## config.mk

```make
export PLATFORM = sky130hd
export DESIGN_NAME = nested_record_fifo
export DESIGN_NICKNAME = d
export VERILOG_FILES = /design/src/rtl/nested_record_pkg.sv /design/src/rtl/record_fifo.sv /design/src/rtl/nested_record_fifo.sv
export SDC_FILE = /design/constraint.sdc
export NUM_CORES = 1
export LEC_CHECK = 0
export ABC_AREA = 1
export BUFFER_PORTS_ARGS = -buffer_cell sky130_fd_sc_hd__buf_2
export CORE_MARGIN = 3
export CORE_UTILIZATION = 40
export CTS_CLUSTER_SIZE = 24
export DETAILED_ROUTE_END_ITERATION = 8
export GPL_TIMING_DRIVEN = 0
export SKIP_CTS_REPAIR_TIMING = 1
export SLEW_MARGIN = 0
export SYNTH_ARGS = -nofsm -noshare
export SYNTH_HDL_FRONTEND = slang
export SYNTH_SLANG_ARGS = --single-unit
```

## constraint.sdc

```tcl
create_clock -name clk -period 2.7 [get_ports clk]
set_clock_uncertainty 0.05 [all_clocks]
set_input_delay 0.135 -clock clk [delete_from_list [all_inputs] [get_ports clk]]
set_output_delay 0.135 -clock clk [all_outputs]
set_load 0.1 [all_outputs]
```

## src/rtl/nested_record_pkg.sv

```systemverilog
`default_nettype none
// ============================================================================
//  Module   : nested_record_pkg
//  Purpose  : Shared types and constants for the nested-record assembler
//             and its record FIFO. Holds the 8-bit header type, the header
//             width, and the default build-time dimensions. The full record
//             type depends on module parameters, so each module declares it
//             locally.
//  Revision : 1.0  initial release
// ============================================================================
package nested_record_pkg;

    localparam int HDR_W       = 8;
    localparam int DEF_FIELD_W = 8;
    localparam int DEF_NUM_CH  = 2;
    localparam int DEF_DEPTH   = 4;
    // Record width for the default dimensions (header + NUM_CH payload fields)
    localparam int REC_W       = HDR_W + DEF_NUM_CH * DEF_FIELD_W;

    // Header layout, MSB to LSB: flag, kind, seq
    typedef struct packed {
        logic       flag;
        logic [1:0] kind;
        logic [4:0] seq;
    } hdr_t;

endpackage : nested_record_pkg
`default_nettype wire

```

## src/rtl/record_fifo.sv

```systemverilog
`default_nettype none
// ============================================================================
//  Module   : record_fifo
//  Purpose  : DEPTH-entry FIFO of WIDTH-bit records with a registered head
//             output stage. o_level counts every committed record, including
//             the one currently presented on o_data.
//  Ports    : clk, rst          clock, synchronous active-high reset
//             i_push            write i_push_data (caller guarantees !o_full)
//             i_push_data       record to store
//             o_full            o_level == DEPTH
//             o_valid/i_ready   head-record handshake, pop on o_valid&&i_ready
//             o_data            registered head record
//             o_level           number of records held, 0..DEPTH
//  Revision : 1.0  initial release
// ============================================================================
module record_fifo
    import nested_record_pkg::*;
#(
    parameter int WIDTH = REC_W,
    parameter int DEPTH = DEF_DEPTH
) (
    input  logic                     clk,
    input  logic                     rst,
    input  logic                     i_push,
    input  logic [WIDTH-1:0]         i_push_data,
    output logic                     o_full,
    input  logic                     i_ready,
    output logic                     o_valid,
    output logic [WIDTH-1:0]         o_data,
    output logic [$clog2(DEPTH):0]   o_level
);

    localparam int AW = $clog2(DEPTH);
    localparam int LW = AW + 1;

    logic [WIDTH-1:0] r_mem [DEPTH];
    logic [AW-1:0]    r_wptr;
    logic [AW-1:0]    r_rptr;
    logic [LW-1:0]    r_level;
    logic             r_out_valid;
    logic [WIDTH-1:0] r_out_data;

    logic             w_push;
    logic             w_pop;
    logic [LW-1:0]    w_avail;
    logic [AW-1:0]    w_head;

    assign o_full  = (r_level == LW'(DEPTH));
    assign w_push  = i_push && !o_full;
    assign w_pop   = r_out_valid && i_ready;

    // Records already in storage once this edge's pop is taken into account.
    // A push on this same edge is not yet visible to the output stage, which
    // gives the one-cycle first-word latency.
    assign w_avail = r_level - LW'(w_pop);
    // On a pop the output stage must skip past the entry being consumed.
    assign w_head  = w_pop ? (r_rptr + AW'(1)) : r_rptr;

    always_ff @(posedge clk) begin
        if (w_push) begin
            r_mem[r_wptr] <= i_push_data;
        end
    end

    always_ff @(posedge clk) begin
        if (rst) begin
            r_wptr      <= '0;
            r_rptr      <= '0;
            r_level     <= '0;
            r_out_valid <= 1'b0;
            r_out_data  <= '0;
        end else begin
            if (w_push) begin
                r_wptr <= r_wptr + AW'(1);
            end
            if (w_pop) begin
                r_rptr <= r_rptr + AW'(1);
            end
            r_level     <= r_level + LW'(w_push) - LW'(w_pop);
            r_out_valid <= (w_avail != '0);
            // Reloading the same head while stalled keeps o_data stable.
            if (w_avail != '0) begin
                r_out_data <= r_mem[w_head];
            end
        end
    end

    assign o_valid = r_out_valid;
    assign o_data  = r_out_data;
    assign o_level = r_level;

endmodule : record_fifo
`default_nettype wire

```

## src/rtl/nested_record_fifo.sv

```systemverilog
`default_nettype none
// ============================================================================
//  Module   : nested_record_fifo
//  Purpose  : Assembles FIELD_W-bit beats into a packed nested record
//             {hdr_t hdr, ch[NUM_CH-1:0]} and buffers up to DEPTH complete
//             records. Beat 0 is the header (in_data[7:0]); beats 1..NUM_CH
//             fill ch[0]..ch[NUM_CH-1]. Misplaced or missing in_last raises a
//             one-cycle err_pulse.
//  Ports    : clk, rst                   clock, synchronous active-high reset
//             in_valid/in_ready          beat handshake
//             in_data, in_last           beat payload and end-of-record mark
//             out_valid/out_ready        head-record handshake
//             out_rec                    packed record, header in MSBs,
//                                        ch[0] in LSBs
//             level                      records stored, 0..DEPTH
//             err_pulse                  framing-error pulse
//  Revision : 1.0  initial release
// ============================================================================
module nested_record_fifo
    import nested_record_pkg::*;
#(
    parameter int FIELD_W = DEF_FIELD_W,
    parameter int NUM_CH  = DEF_NUM_CH,
    parameter int DEPTH   = DEF_DEPTH
) (
    input  logic                              clk,
    input  logic                              rst,
    input  logic                              in_valid,
    output logic                              in_ready,
    input  logic [FIELD_W-1:0]                in_data,
    input  logic                              in_last,
    output logic                              out_valid,
    input  logic                              out_ready,
    output logic [HDR_W+NUM_CH*FIELD_W-1:0]   out_rec,
    output logic [$clog2(DEPTH):0]            level,
    output logic                              err_pulse
);

    localparam int C_REC_W = HDR_W + NUM_CH * FIELD_W;
    localparam int CNT_W   = (NUM_CH > 1) ? $clog2(NUM_CH) : 1;
    localparam logic [CNT_W-1:0] C_CNT_LAST = CNT_W'(NUM_CH - 1);

    typedef struct packed {
        hdr_t                          hdr;
        logic [NUM_CH-1:0][FIELD_W-1:0] ch;
    } rec_t;

    typedef enum logic [0:0] {
        S_HDR = 1'b0,
        S_PAY = 1'b1
    } state_t;

    state_t           r_state;
    state_t           w_state_nxt;
    logic [CNT_W-1:0] r_cnt;
    logic [CNT_W-1:0] w_cnt_nxt;
    rec_t             r_rec;
    rec_t             w_push_rec;
    logic             r_err;
    logic             w_err_nxt;

    logic             w_accept;
    logic             w_final;
    logic             w_full;
    logic             w_push;
    logic             w_hdr_we;
    logic             w_ch_we;

    // The final beat is the only one that needs a free FIFO slot, so the
    // stall is confined to it and depends only on registered state.
    assign w_final  = (r_state == S_PAY) && (r_cnt == C_CNT_LAST);
    assign in_ready = !w_final || !w_full;
    assign w_accept = in_valid && in_ready;

    // The last channel is never stored in r_rec; it is merged straight from
    // in_data into the record being pushed.
    always_comb begin
        w_push_rec               = r_rec;
        w_push_rec.ch[NUM_CH-1]  = in_data;
    end

    always_comb begin
        w_state_nxt = r_state;
        w_cnt_nxt   = r_cnt;
        w_push      = 1'b0;
        w_err_nxt   = 1'b0;
        w_hdr_we    = 1'b0;
        w_ch_we     = 1'b0;
        case (r_state)
            S_HDR: begin
                if (w_accept) begin
                    if (in_last) begin
                        // A one-beat record is always malformed.
                        w_err_nxt = 1'b1;
                    end else begin
                        w_hdr_we    = 1'b1;
                        w_state_nxt = S_PAY;
                        w_cnt_nxt   = '0;
                    end
                end
            end
            S_PAY: begin
                if (w_accept) begin
                    if (w_final) begin
                        // Complete record is kept even without in_last.
                        w_push      = 1'b1;
                        w_err_nxt   = !in_last;
                        w_state_nxt = S_HDR;
                        w_cnt_nxt   = '0;
                    end else if (in_last) begin
                        w_err_nxt   = 1'b1;
                        w_state_nxt = S_HDR;
                        w_cnt_nxt   = '0;
                    end else begin
                        w_ch_we     = 1'b1;
                        w_cnt_nxt   = r_cnt + CNT_W'(1);
                    end
                end
            end
            default: begin
                w_state_nxt = S_HDR;
                w_cnt_nxt   = '0;
            end
        endcase
    end

    always_ff @(posedge clk) begin
        if (rst) begin
            r_state <= S_HDR;
            r_cnt   <= '0;
            r_err   <= 1'b0;
            r_rec   <= '0;
        end else begin
            r_state <= w_state_nxt;
            r_cnt   <= w_cnt_nxt;
            r_err   <= w_err_nxt;
            if (w_hdr_we) begin
                r_rec.hdr <= hdr_t'(in_data[HDR_W-1:0]);
            end
            if (w_ch_we) begin
                r_rec.ch[r_cnt] <= in_data;
            end
        end
    end

    record_fifo #(
        .WIDTH (C_REC_W),
        .DEPTH (DEPTH)
    ) u_record_fifo (
        .clk         (clk),
        .rst         (rst),
        .i_push      (w_push),
        .i_push_data (w_push_rec),
        .o_full      (w_full),
        .i_ready     (out_ready),
        .o_valid     (out_valid),
        .o_data      (out_rec),
        .o_level     (level)
    );

    assign err_pulse = r_err;

endmodule : nested_record_fifo
`default_nettype wire

```

======== Yosys cells after proc, flatten, opt, wreduce, memory -nomap -nowiden ========
Memories as Yosys holds them, arrays and structs flattened. A register that Yosys moved wholly into a read port is not among the register bits.
Index checks and enable logic that the tools add are counted.
word-level totals
  flip-flop bits (word level) ............. 35
  RAM bits ................................ 96
  output and inout port bits .............. 30
  memories kept ........................... 1
memory list
  name                 words  bits a word  read ports  clocked after Yosys merged registers in  write ports  RTL line           source
  u_record_fifo.r_mem  4      24           1           1                                        1            record_fifo.sv:36  logic [WIDTH-1:0] r_mem [DEPTH];
cells by class
  add/sub/neg operators ................... 6
  $lt $le $gt $ge ......................... 2
  equal/unequal tests ..................... 4
  muxes and demuxes ....................... 28
  bitwise gates (word level) .............. 1
  reductions and logical operators ........ 11
operator list
  kind                                                                     number
  1-bit two-way mux                                                        21
  16-bit bitwise mux                                                       1
  8-bit demux with 1-bit select                                            1
  8-bit two-way mux                                                        1
  1-bit case mux with 2 select lines                                       3
  3-bit by 1-bit subtractor with 3-bit output                              2
  1-bit logical AND                                                        5
  2-bit by 1-bit adder with 2-bit output, second input constant            2
  2-bit inequality test, second input constant                             2
  3-bit by 1-bit adder with 3-bit output                                   1
  3-bit == test, second input constant                                     1
  1-bit logical NOT                                                        3
  3-bit AND reduction                                                      1
  3-bit nonzero test                                                       1
  1-bit by 2-bit < comparator with 1-bit output, second input constant     1
  2-bit two-way mux                                                        1
  2-bit by 1-bit inequality test with 1-bit output, second input constant  1
  1-bit adder, second input constant                                       1
  1-bit >= comparator, second input constant                               1
  1-bit logical OR                                                         1
  1-bit NOT                                                                1

======== Logic depth before layout (Yosys ltp) ========
Gate-level depths: netlist (run 1).
  depth after elaboration ................. 9
  gate-level depth with buffers ........... 12
  depth with buffers taken out ............ 11

======== Modules after synthesis ========
A second synthesis (run 1) with hierarchy kept.
second synthesis, totals
  cells, all modules ...................... 700
  area total of the unflattened synthesis .. 6451.2 um^2
by module, submodules not included
  module              times used  cells each  area an instance (um^2)  seq. area each (um^2)
  record_fifo         1           575         5556.6                   3523.4
  nested_record_fifo  1           125         894.6                    380.4

======== Worst setup path before layout (run 1) ========
Ideal clock, no wire load.
  kind .................................... register -> register
  start point ............................. register u_record_fifo.r_level[1], in the netlist u_record_fifo.o_level[1]
  end point ............................... memory u_record_fifo.r_mem[0][0] (netlist bit), enable pin
  setup time .............................. 405 ps
  arrival ................................. 2546 ps
  data required time ...................... 2245 ps
  path slack .............................. -301 ps
  stages on the path, launching flop included .. 5
  buffers on the path ..................... 0
  period minus slack after synthesis ...... 3001 ps
  path through ............................ dfxtp_1 -> inv_1 -> nand3_1 -> nand2_1 -> nor2_1
between the ends
  word-level cells in the longest chain between the ends .. 9
ends and longest elaborated chain
  what                                         RTL line                                     source
  start: declaration                           record_fifo.sv:39                            logic [LW-1:0] r_level;
  start signal: assignment                     record_fifo.sv:79                            r_level <= r_level + LW'(w_push) - LW'(w_pop);
  3-bit == test (*)                            record_fifo.sv:48                            assign o_full = (r_level == LW'(DEPTH));
  1-bit logical NOT (*)                        record_fifo.sv:49, nested_record_fifo.sv:72
  1-bit logical OR                             nested_record_fifo.sv:72                     assign in_ready = !w_final || !w_full;
  1-bit logical AND                            nested_record_fifo.sv:73                     assign w_accept = in_valid && in_ready;
  1-bit two-way mux                            nested_record_fifo.sv:103                    if (w_accept) begin
  1-bit two-way mux                            nested_record_fifo.sv:89                     case (r_state)
  1-bit logical AND (*)                        record_fifo.sv:49                            assign w_push = i_push && !o_full;
  1-bit two-way mux (*)                        record_fifo.sv:60                            if (w_push) begin
  1-bit two-way mux (implied by the code) (*)  record_fifo.sv:61                            r_mem[r_wptr] <= i_push_data;
  end: declaration                             record_fifo.sv:36
Every way passes the cells marked *; elsewhere a longest branch is shown, timed or not.

======== Final worst setup path (run 1) ========
  start point ............................. register r_state
  end point ............................... memory u_record_fifo.r_mem[2][20] (netlist bit), enable pin
between the ends
  word-level cells in the longest chain between the ends .. 9
ends and longest elaborated chain
  what                                         RTL line                   source
  start: declaration                           nested_record_fifo.sv:53   state_t r_state;
  start signal: assignment                     nested_record_fifo.sv:134  r_state <= w_state_nxt;
  1-bit logical AND                            nested_record_fifo.sv:71   assign w_final = (r_state == S_PAY) && (r_cnt == C_CNT_LAST);
  1-bit logical NOT                            nested_record_fifo.sv:72
  1-bit logical OR                             nested_record_fifo.sv:72
  1-bit logical AND                            nested_record_fifo.sv:73
  1-bit two-way mux                            nested_record_fifo.sv:103
  1-bit two-way mux (*)                        nested_record_fifo.sv:89
  1-bit logical AND (*)                        record_fifo.sv:49
  1-bit two-way mux (*)                        record_fifo.sv:60
  1-bit two-way mux (implied by the code) (*)  record_fifo.sv:61
Marked as above.

==> results of run 1 <==
==> layout make-up <==
type | count | share of cell area
Multi-Input combinational cell | 360 | 0.2327
Sequential cell | 147 | 0.5359
Timing Repair Buffer | 51 | 0.04328
Tap cell | 184 | 0.03160
Clock inverter | 10 | 0.01477
Buffer | 34 | 0.02302
Clock buffer | 22 | 0.06510
Inverter | 104 | 0.05359
==> worst max path at each step <==
stage | slack, ns | to | cells past startpoint | startpoint
after floorplan | -0.30 | u_record_fifo.r_mem[0][0] | 4 | u_record_fifo.o_level[1]
after global placement | -0.65 | u_record_fifo.r_mem[0][16] | 5 | r_state
after detailed placement | 0.35 | u_record_fifo.r_mem[2][16] | 6 | r_state
after CTS | 0.32 | u_record_fifo.r_mem[2][20] | 6 | r_state
after global routing | 0.18 | u_record_fifo.r_mem[2][4] | 6 | r_state
final | 0.37 | u_record_fifo.r_mem[2][20] | 6 | r_state
==> where the power goes <==
group	internal, mW	switching (mW)
combinational	0.662	2.35
clock	1.42	0.893
sequential	2.58	0.110
==> cells in the final DEF, fill, tap and decap left out, types with 2 or more instances in the layout <==
cell / count
buf_1: 4
buf_8: 2
clkinvlp_4: 3
nor2_2: 3
clkbuf_8: 3
o21ai_1: 2
buf_4: 4
inv_1: 103
bufinv_16: 2
nand3_2: 2
nand4_1: 12
o21ai_0: 9
buf_2: 55
nor2_1: 56
clkbuf_16: 17
nand3_1: 98
clkbuf_1: 13
nor2_4: 2
a21oi_1: 21
nand2_2: 2
clkinv_2: 5
nand2_1: 139
xnor2_1: 2
edfxtp_1: 96
dfxtp_1: 51
ha_1: 9
dlygate4sd3_1: 8
==> tightest hold or removal path: cells and delay by family <==
family	cells	cell delay, ns
AO/OA/AOI/OAI	2	0.12
buffers and inverters	2	0.22
==> sequential cells by signal, indices dropped and copies added (netlist names), 2 cells and up <==
signal and count:
u_record_fifo.r_rptr 2, u_record_fifo.r_wptr 2, u_record_fifo.r_mem 96, r_rec 16
u_record_fifo.o_level 3, u_record_fifo.o_data 24
==> per-stage QoR <==
step	area [µm²]	setup WS, ns	TNS (ns)	std cells
floorplan	6137	-0.3007	-28.86	645
global placement	6573	-0.6465	-50.88	870
detailed placement	6623	0.3504	0	872
CTS	7204	0.3204	0	904
global route	7284	0.1846	0	912
finish	7284	0.3653	0	912
==> metal layers <==
layer  GRT usage  share of wire  vias to the layer above
met3     0.04953          0.058                       33
li1            -              -                     2218
met4     0.07457          0.024                        0
met1      0.2301           0.45                     2125
met5           0              0                        -
met2      0.2948           0.47                      123
==> cells by family (layout without fill, tap and decap cells) <==
family	Yosys count	after routing	share of synthesized area
buffers and inverters	138	221	0.09093
AND/OR/NAND/NOR	316	316	0.2224
flip-flops	147	147	0.6361
XOR/XNOR	2	2	0.002855
adder cells (fa/ha/maj)	10	10	0.02161
AO/OA/AOI/OAI	32	32	0.02610
==> results.sh, run 1 <==
export IMPL_final_util=0.4937
export IMPL_critical_path_slowest_cell="nor2_2"
export IMPL_cp_end_kind="register"
export IMPL_achievable_frequency_mhz=428.3
export IMPL_share_of_the_yosys_chip_area_belonging_to_registers=0.6361
export IMPL_cp_cell_sequence="clkbuf_1 > nand2_1 > nor2_1 > nand2_1 > nor2_2 > buf_8"
export IMPL_antenna_diode_count=0
export IMPL_min_from="rst"
export IMPL_worstSetupPathType="reg2reg"
export IMPL_finalPower_mw=8.021
export IMPL_largest_net_degree_at_the_start_of_global_routing=25
export IMPL_fraction_of_final_layout_cells_sized_beyond_drive_strength_1=0.1401
export IMPL_grt_pass1_wl_mm=22.81
export IMPL_synth_largest_area_cell="edfxtp_1"
export IMPL_grt_pass1_vias=4393
export IMPL_cts_sinks=147
export IMPL_drt_drc_violations_left=0
export IMPL_clk_transition_reported_paths_ns=0.06
export IMPL_fillerInstances=1396
export IMPL_fp_row_count=44
export IMPL_seqCellArea_um2=3904
export IMPL_wl_per_cell_um=15.91
export IMPL_track_usage=0.1813
export IMPL_htree_num_levels=4
export IMPL_synth_lib_cells_used_distinct=24
export IMPL_worst_slew_margin_rel=0.4237
export IMPL_hold_wc_path_type="in2reg"
export IMPL_synthTopCellsByArea="edfxtp_1 47%, dfxtp_1 17%, nand2_1 8.5%"
export IMPL_drt_pass1_iterations=5
export IMPL_setup_worst_path_start_class="register"
export IMPL_final_max_slew_viol_count=0
export IMPL_floorplan_io_pins=43
export IMPL_number_of_vias_in_the_routed_layout=4499
export IMPL_cts_max_path_buffers=2
export IMPL_hold_slack_ns=0.05854
export IMPL_antenna_found_initial=0
export IMPL_synthesis_yosys_warnings=0
export IMPL_worstPathMaxFanout=13
export IMPL_result_of_the_run="finished clean"
export IMPL_final_nets=738
export IMPL_drv_cap=0
export IMPL_syn_nets=668
export IMPL_setup_viol=0
export IMPL_yosys_area_top_type_share=0.4697
export IMPL_cp_data_required_time_ns=2.78
export IMPL_core_region_area_um2=14750
export IMPL_post_route_min_period_ns=2.335
export IMPL_cell_with_the_most_instances_after_synthesis="nand2_1"
export IMPL_die_w_um=129.9
export IMPL_synth_top_cells_by_count="139 x nand2_1, 103 x inv_1, 98 x nand3_1"
export IMPL_antenna_left=0
export IMPL_tritoncts_num_buffers=17
export IMPL_post_synth_instance_area_um2=6137
export IMPL_p_per_area_nw_per_um2=1101
export IMPL_cp_num_buf_inv=2
export IMPL_reg2reg_slack_ns=0.37
export IMPL_netlist_instances=645
export IMPL_finalCritPeriodShare=0.8647
export IMPL_timing_critical_path_max_delay_family="simple AND/OR/NAND/NOR gates"
export IMPL_vdd_ir_drop_worst_uv=612.2
export IMPL_synth_enable_flop_cells=96
export IMPL_die_y_um=129.9
export IMPL_hold_path_end="r_rec[1]"
export IMPL_r2r_start="r_state"
export IMPL_max_stage_delay_ns=0.68
export IMPL_tritoncts="built"
export IMPL_power_leakage_nw=3.248
export IMPL_clkLatencyLatePin_ns=0.43
export IMPL_number_of_vias_per_cell_after_detailed_routing=4.933
export IMPL_cp_data_arrival_time_ns=2.41
export IMPL_dp_hpwl_mm=9.583
export IMPL_grt_overflow_total=0
export IMPL_reg2regPathDepth=6
export IMPL_min_delay_path_depth=4
export IMPL_worst_path_most_repeated_cell="nand2_1"
export IMPL_clock_root_buffer="clkbuf_16"
export IMPL_areaGrowthSynthToFinish_pct=18.70
export IMPL_initial_utilization=0.4160
export IMPL_tightest_slew_ns=0.8625
export IMPL_synth_ff_latch_count=147
export IMPL_yosys_most_used_dff="edfxtp_1"
export IMPL_floorplan_die_area_um2=16860
export IMPL_average_instance_area_after_synthesis_um2=9.515
export IMPL_postRouteWirelength_mm=14.51
export IMPL_routabilityCongestion=0.9162
export IMPL_port_buffers=41
export IMPL_rsz0062_at_grt="false"
export IMPL_synth_async_reset_ratio=0
export IMPL_multiInputGateArea_um2=1695
export IMPL_worst_r2r_dst="u_record_fifo.r_mem[2][20]"
export IMPL_final_hold_vios=0
export IMPL_drtIter0Drc=416
No activity file was read; power rests on OpenSTA's default activity.
==> run 2, diff against run 1 <==
--- a/config.mk
+++ b/config.mk
@@ -9,6 +9,7 @@
 export BUFFER_PORTS_ARGS = -buffer_cell sky130_fd_sc_hd__buf_2
 export CORE_MARGIN = 3
 export CORE_UTILIZATION = 40
+export CTS_BUF_LIST = sky130_fd_sc_hd__clkbuf_8
 export CTS_CLUSTER_SIZE = 24
 export DETAILED_ROUTE_END_ITERATION = 8
 export GPL_TIMING_DRIVEN = 0
==> run 2 against run 1 <==
First-iteration DRC count shrank 6.0%. Routed wire length fell by 1.3%. Cell count unchanged. Critical path type unchanged. Power is 7.9% lower. Via count is essentially flat. Worst setup slack lost 0.0036 ns. Sequential power about the same. Global-route usage shrank 0.16 points. Die area stayed put. Maximum frequency down 0.16%. Utilization fell by 1.3 points.
==> results.sh, run 2 (synthesized netlist as in run 1, its figures left out) <==
export IMPL_p_per_area_nw_per_um2=1041
export IMPL_routabilityCongestion=0.9162
export IMPL_dp_hpwl_mm=9.583
export IMPL_power_leakage_nw=3.169
export IMPL_drv_cap=0
export IMPL_post_route_min_period_ns=2.338
export IMPL_die_y_um=129.9
export IMPL_drt_pass1_iterations=5
export IMPL_fp_row_count=44
export IMPL_tritoncts="built"
export IMPL_final_nets=738
export IMPL_stdcell_count=912
export IMPL_leading_cell_types_in_the_layout_fill_and_taps_excluded="139 x nand2_1, 105 x inv_1, 98 x nand3_1"
export IMPL_initial_utilization=0.4160
export IMPL_final_util=0.4808
export IMPL_cts_max_path_buffers=2
export IMPL_antenna_left=0
export IMPL_track_usage=0.1797
export IMPL_floorplan_die_area_um2=16860
export IMPL_setup_worst_path_start_class="register"
export IMPL_cp_end_kind="register"
export IMPL_achievable_frequency_mhz=427.7
export IMPL_cp_data_arrival_time_ns=2.44
export IMPL_sum_neg_setup_slack_ns=0
export IMPL_layout_cells_most_common="nand2_1"
export IMPL_finalCritPeriodShare=0.8661
export IMPL_clkLatencyLatePin_ns=0.45
export IMPL_htree_num_levels=4
export IMPL_clk_transition_reported_paths_ns=0.08
export IMPL_fraction_of_final_layout_cells_sized_beyond_drive_strength_1=0.1401
export IMPL_setup_viol=0
export IMPL_largest_register_ffs=96
export IMPL_drtIter0Drc=391
export IMPL_antenna_diode_count=0
export IMPL_registers_top_by_ff_count="u_record_fifo.r_mem"
export IMPL_final_max_slew_viol_count=0
export IMPL_reg2reg_slack_ns=0.36
export IMPL_grt_overflow_total=0
export IMPL_floorplan_io_pins=43
export IMPL_finalPower_mw=7.384
export IMPL_tritoncts_num_buffers=17
export IMPL_dp_worst_setup_slack_ns=0.3504
export IMPL_largest_net_degree_at_the_start_of_global_routing=25
export IMPL_cts_sinks=147
export IMPL_areaGrowthSynthToFinish_pct=15.58
export IMPL_rsz0062_at_grt="false"
export IMPL_grt_pass1_vias=4324
export IMPL_worst_slew_margin_rel=0.4120
export IMPL_clock_root_buffer="clkbuf_8"
export IMPL_wl_per_cell_um=15.71
export IMPL_die_w_um=129.9
export IMPL_grt_pass1_wl_mm=22.66
export IMPL_hold_wc_path_type="in2reg"
export IMPL_final_hold_vios=0
export IMPL_number_of_vias_in_the_routed_layout=4497
export IMPL_placedInstanceArea_um2=6623
export IMPL_fillerInstances=1423
export IMPL_fin_ws_ns=0.3617
export IMPL_number_of_vias_per_cell_after_detailed_routing=4.931
export IMPL_worstSetupPathType="reg2reg"
export IMPL_tightest_slew_ns=0.8799
export IMPL_core_region_area_um2=14750
export IMPL_worstPathMaxFanout=13
export IMPL_port_buffers=41
export IMPL_result_of_the_run="finished clean"
export IMPL_antenna_found_initial=0
export IMPL_postRouteWirelength_mm=14.33
export IMPL_hold_slack_ns=0.01485
export IMPL_vdd_ir_drop_worst_uv=611.5
export IMPL_dpl_cell_count=872
export IMPL_cp_data_required_time_ns=2.80
export IMPL_finalInstanceArea_um2=7093
export IMPL_drt_drc_violations_left=0
[run 2: cell count changes in the layout (fill, tap and decap cells not counted), sizes merged]
| cell | delta |
|---|---|
| clkbuf | -2 |
| inv | +2 |
[run 2: layer usage]
layer	track usage	part of all wire	up-vias
met5	0	0	-
met1	0.2318	0.44	2122
met4	0.07090	0.019	0
li1	-	-	2216
met2	0.2909	0.48	136
met3	0.04707	0.067	23
[run 2: area by class of cell]
| cell class | count | area, µm² | share of cell area |
|---|---|---|---|
| well taps | 184 | 230.2 | 0.03246 |
| multi-input cells | 360 | 1695 | 0.2390 |
| inverters | 104 | 390.4 | 0.05504 |
| clock buffers | 20 | 275.3 | 0.03881 |
| flip-flops and latches | 147 | 3904 | 0.5504 |
| plain buffers | 34 | 167.7 | 0.02364 |
| repair buffers | 51 | 315.3 | 0.04445 |
| clock inverters | 12 | 115.1 | 0.01623 |
[run 2: worst paths after layout]
kind,from,end,cells after the start
worst min-delay path,rst,r_rec[1],4
worst max-delay path,r_state,u_record_fifo.r_mem[2][20],6
worst max register to register,r_state,u_record_fifo.r_mem[2][20],6
worst min register to register,r_rec[5],r_rec[5],2
[run 2: worst max-delay path: stages (launching register included)]
cell      delay (ns)
dfxtp_1         0.32
clkbuf_1        0.25
nand2_1         0.12
nor2_1          0.10
nand2_1         0.26
nor2_2          0.68
buf_8           0.25
[run 2: power breakdown]
part           leakage [nW]  internal (mW)  switching (mW)
Sequential             1.30           2.57           0.110
Clock                 0.203          0.878           0.806
Combinational          1.67          0.662            2.35
